===== config.mk =====
export PLATFORM = sky130hd
export DESIGN_NAME = pdm_demodulator
export DESIGN_NICKNAME = d
export VERILOG_FILES = /design/src/rtl/pdm_demodulator.sv
export SDC_FILE = /design/constraint.sdc
export NUM_CORES = 1
export LEC_CHECK = 0
export ABC_CLOCK_PERIOD_IN_PS = 1500
export CORE_UTILIZATION = 40
export CTS_CLUSTER_SIZE = 25
export DETAILED_ROUTE_END_ITERATION = 12
export GPL_ROUTABILITY_DRIVEN = 0
export PLACE_DENSITY_LB_ADDON = 0.08
export REMOVE_ABC_BUFFERS = 1
export SYNTH_ARGS = -nofsm -noshare
export SYNTH_HDL_FRONTEND = slang
export SYNTH_SLANG_ARGS = --single-unit

===== constraint.sdc =====
create_clock -name clk -period 1.5 [get_ports clk]
set_clock_uncertainty 0.05 [all_clocks]
set_input_delay 0.375 -clock clk [delete_from_list [all_inputs] [get_ports clk]]
set_output_delay 0.375 -clock clk [all_outputs]
set_load 0.1 [all_outputs]

===== src/rtl/pdm_demodulator.sv =====
// PDM demodulator: synchronises a 1-bit pulse-density stream and recovers its density over DECIM ena strobes.
// Define PDM_DEMOD_SLIDING_EN for a sliding boxcar average instead of block decimation.
module pdm_demodulator #(
   parameter  int DECIM       = 32,
   parameter  int SYNC_STAGES = 2,
   localparam int CW          = $clog2(DECIM + 1)
) (
   input  logic          clk,
   input  logic          nrst,
   input  logic          ena,
   input  logic          pdm_in,
   input  logic          restart,
   output logic [CW-1:0] value,
   output logic          valid,
   output logic          active
);

   typedef enum logic {IDLE, ACC} state_t;

   state_t state;
   logic   pdm_s;

   generate
      if (SYNC_STAGES == 0) begin : g_bypass
         assign pdm_s = pdm_in;
      end else begin : g_sync
         logic [SYNC_STAGES-1:0] sync_q;

         // Runs every cycle regardless of ena so the delay is fixed in clk cycles
         always_ff @(posedge clk) begin
            if (!nrst) begin
               sync_q <= '0;
            end else begin
               sync_q[0] <= pdm_in;
               for (int i = 1; i < SYNC_STAGES; i++) begin
                  sync_q[i] <= sync_q[i-1];
               end
            end
         end

         assign pdm_s = sync_q[SYNC_STAGES-1];
      end
   endgenerate

`ifdef PDM_DEMOD_SLIDING_EN

   logic [DECIM-1:0] shreg;
   logic [CW-1:0]    sum;
   logic [CW-1:0]    fill;
   logic [CW-1:0]    sum_next;

   assign sum_next = sum + CW'(pdm_s) - CW'(shreg[DECIM-1]);

   always_ff @(posedge clk) begin
      if (!nrst) begin
         shreg  <= '0;
         sum    <= '0;
         fill   <= '0;
         value  <= '0;
         valid  <= 1'b0;
         active <= 1'b0;
         state  <= IDLE;
      end else begin
         valid <= 1'b0;
         if (restart) begin
            shreg  <= '0;
            sum    <= '0;
            fill   <= '0;
            active <= 1'b0;
            state  <= IDLE;
         end else if (ena) begin
            shreg  <= {shreg[DECIM-2:0], pdm_s};
            sum    <= sum_next;
            state  <= ACC;
            active <= 1'b1;
            if (fill != CW'(DECIM)) begin
               fill <= fill + 1'b1;
            end
            // Output is only meaningful once the window holds DECIM real samples
            if (fill >= CW'(DECIM - 1)) begin
               value <= sum_next;
               valid <= 1'b1;
            end
         end
      end
   end

`else

   logic [CW-1:0] acc;
   logic [CW-1:0] smp_cnt;

   always_ff @(posedge clk) begin
      if (!nrst) begin
         acc     <= '0;
         smp_cnt <= '0;
         value   <= '0;
         valid   <= 1'b0;
         active  <= 1'b0;
         state   <= IDLE;
      end else begin
         valid <= 1'b0;
         if (restart) begin
            acc     <= '0;
            smp_cnt <= '0;
            active  <= 1'b0;
            state   <= IDLE;
         end else if (ena) begin
            case (state)
               IDLE: begin
                  acc     <= CW'(pdm_s);
                  smp_cnt <= CW'(1);
                  active  <= 1'b1;
                  state   <= ACC;
               end
               default: begin
                  // Windows run back-to-back: the final sample closes one and the next ena opens another
                  if (smp_cnt == CW'(DECIM - 1)) begin
                     value   <= acc + CW'(pdm_s);
                     valid   <= 1'b1;
                     acc     <= '0;
                     smp_cnt <= '0;
                  end else begin
                     acc     <= acc + CW'(pdm_s);
                     smp_cnt <= smp_cnt + 1'b1;
                  end
                  active <= 1'b1;
                  state  <= ACC;
               end
            endcase
         end
      end
   end

`endif

endmodule


==> results of run 1 <==
==> power by group <==
part	total, mW	internal, mW	switching (mW)	leakage, nW
sequential	0.595	0.590	0.00480	0.180
combinational	0.0906	0.0410	0.0495	0.358
clock	0.461	0.270	0.191	0.0279
total	1.15	0.901	0.245	0.565
==> per-stage QoR <==
stage	instance area (um^2)	TNS (ps)	cells	power [mW]
floorplan	993	-6550	109	0.644
global placement	1330	-2250	163	0.693
detailed placement	1330	-2640	163	0.694
CTS	1420	0	167	1.15
global route	1450	-6.94	168	1.18
finish	1450	0	168	1.15
==> state kept, by name, summed over array words and instances, names as in the netlist <==
signal,count
state,1
valid,1
g_sync.sync_q,2
smp_cnt,6
acc,6
value,6
==> critical path, delay by kind of cell (launching register included) <==
kind	cells	cell delay, ps
DFF	1	360
buffers and inverters	2	330
==> synth_stat cells (2+ instances only) <==
cell type and number:
nand3_1 8, ha_1 3, o211a_1 3, and2_1 2, nand3b_1 3, mux2i_1 2, nor2b_1 5, o21ai_0 5
o32ai_1 2, inv_1 3, a21oi_1 9, nand2b_1 7, a31oi_1 2, nor2_1 8, clkbuf_1 4, nand2_1 9
nor3_1 3, dfxtp_1 22, xnor2_1 2
==> how the worst max path moves through the flow <==
stage,start,to,slack (ps)
4_1_cts,smp_cnt[0],value[0],7
2_1_floorplan,state,value[0],-750
5_1_grt,restart,value[1],-3
3_3_place_gp,restart,value[0],-240
6_report,state,active,70
3_5_place_dp,restart,value[0],-250
==> area by class of cell <==
| class | count | area (um^2) | area share (%) |
|---|---|---|---|
| inverter | 3 | 11.3 | 0.778 |
| clock buffer | 3 | 22.5 | 1.56 |
| tap | 28 | 35.0 | 2.42 |
| multi-input combinational | 84 | 582 | 40.2 |
| clock inverter | 1 | 30.0 | 2.07 |
| sequential | 22 | 447 | 30.9 |
| timing repair buffer | 27 | 320 | 22.1 |
==> metal layers <==
layer	vias up	track usage [%]	wire [um]	share of wire (%)
li1	454	-	-	-
met1	405	25.9	1120	49
met2	19	32.1	1040	46
met3	4	6.38	91	4.0
met4	0	4.39	17	0.75
met5	-	0	0	0
==> logic make-up after synthesis <==
kind of cell             Yosys count  share of synthesized area, %
XOR/XNOR                           3                          2.59
buffers and inverters              8                          3.09
multiplexers                       3                          3.09
AND/OR/NAND/NOR                   50                          28.0
flip-flops                        22                          43.5
adder cells (fa/ha/maj)            3                          3.70
AO/OA/AOI/OAI                     25                          16.0
==> what timing repair did <==
action                     CTS  global route
pin swaps                    0             2
gates cloned                 0             1
setup endpoints to repair   16            10
gates resized for setup      7            10
==> flow_metrics.tcl, run 1 <==
set metrics [dict create \
    critPathRequiredTime_ps 1070 \
    slowest_delay_ps 360 \
    ys.flop_type "dfxtp_1" \
    antenna_found_initial 0 \
    htree_levels 1 \
    fillCellCount 201 \
    rsz0062_at_grt "true" \
    period_minus_slack_ps 1430 \
    post_drt_wl_per_cell_um 13.5 \
    core-area_um2 2300 \
    fp.dieH_um 52.3 \
    finalCritPeriodShare_pct 95.3 \
    crit_type "reg2out" \
    timing.rr.start "smp_cnt[0]" \
    area_delta_synth_final_pct 42.8 \
    worst_setup_path_end_kind "primary output" \
    drv_slew 0 \
    ant_nets 0 \
    yosysTopAreaCell "dfxtp_1" \
    pre_cts_slack_ps -247 \
    critPathSlowestCell "dfxtp_2" \
    cts_sinks 22 \
    ff2ff_path_depth 6 \
    num_vias 882 \
    final_net_count 149 \
    max-cap-violations 0 \
    die_w_um 52.3 \
    hold_viol_final 0 \
    min_path_type "reg2reg" \
    synth_edf_count 0 \
    hold_buffers 0 \
    postCtsSetupRepairBufs 0 \
    worstPathArrival_ps 1000 \
    syn-cell-area_um2 1010 \
    seq_area_frac_synth_pct 43.5 \
    async_flop_share_pct 0 \
    startpoint_type "flip-flop" \
    grt_overflow_total 0 \
    hold_depth 1 \
    drc 0 \
    layout_commonest_cell "dfxtp_1" \
    grt_pass1_vias 895 \
    outcome "completed" \
    fin_ws_ps 70.4 \
    rows 17 \
    cp_cell_sequence "buf_6, buf_12" \
    synth_top_area_share_pct 43.5 \
    final_cell_mix "dfxtp_1, buf_4, nand3_1, nand2_1, buf_12" \
    crit_fanout 10 \
    clk_pin_slew_ps 120 \
    rr_endpoint "acc[0]" \
    ys_ff_latch 22 \
    wirelength_um 2270 \
    tightest_slew_ps 248 \
    clk_latency_ps 310 \
    clk_path_buf_depth 2 \
    hold_end "g_sync.sync_q[1]" \
    post-route-util_pct 63.0 \
    p_leak_nw 0.565 \
    die_area_um2 2740 \
    grtUsageTotal_pct 20.0 \
    regToRegSetupSlack_ps 70 \
    synth_area_leaders "dfxtp_1, a21oi_1, nand2b_1" \
    cts_made_buffers 3 \
    irDropWorstVdd_v 0.000819 \
    setup_viol 0 \
    cts_tree "built" \
    drt_iter0_markers 13 \
    synth_area_per_cell_um2 8.89 \
    power_density_nw_per_um2 792 \
    fin_hold_ws_ps 418 \
    synthDistinctLibCells 31 \
    vias_per_cell 5.25 \
    place_hpwl_um 1610 \
    ys.warnings.count 0 \
    cts_root_buf "clkbuf_4" \
    initial_core_util_pct 44.1 \
    worstHoldStart "g_sync.sync_q[0]" \
    portBuffers 12 \
    slew_headroom_pct 83.3 \
    synthCells 114 \
    grt_max_degree 16 \
    fmax_ghz 0.699 \
    drive_above_1_share_pct 30.0 \
    n_antenna_cell 0 \
    io_pins 13 \
    drt_first_pass_iters 4 \
    grt_pass1_wl_um 4000 \
]
(Power assumes the default switching activity.)
==> run 2: changes to the inputs <==
SLEW_MARGIN = 15   (was default)
==> results of run 2 <==
Final layout, timing and power as in run 1 (identical DEF).
==> run 3: changes to the inputs <==
TNS_END_PERCENT = 100   (was default)
==> results of run 3 <==
Final layout, timing and power as in run 1 (identical DEF).
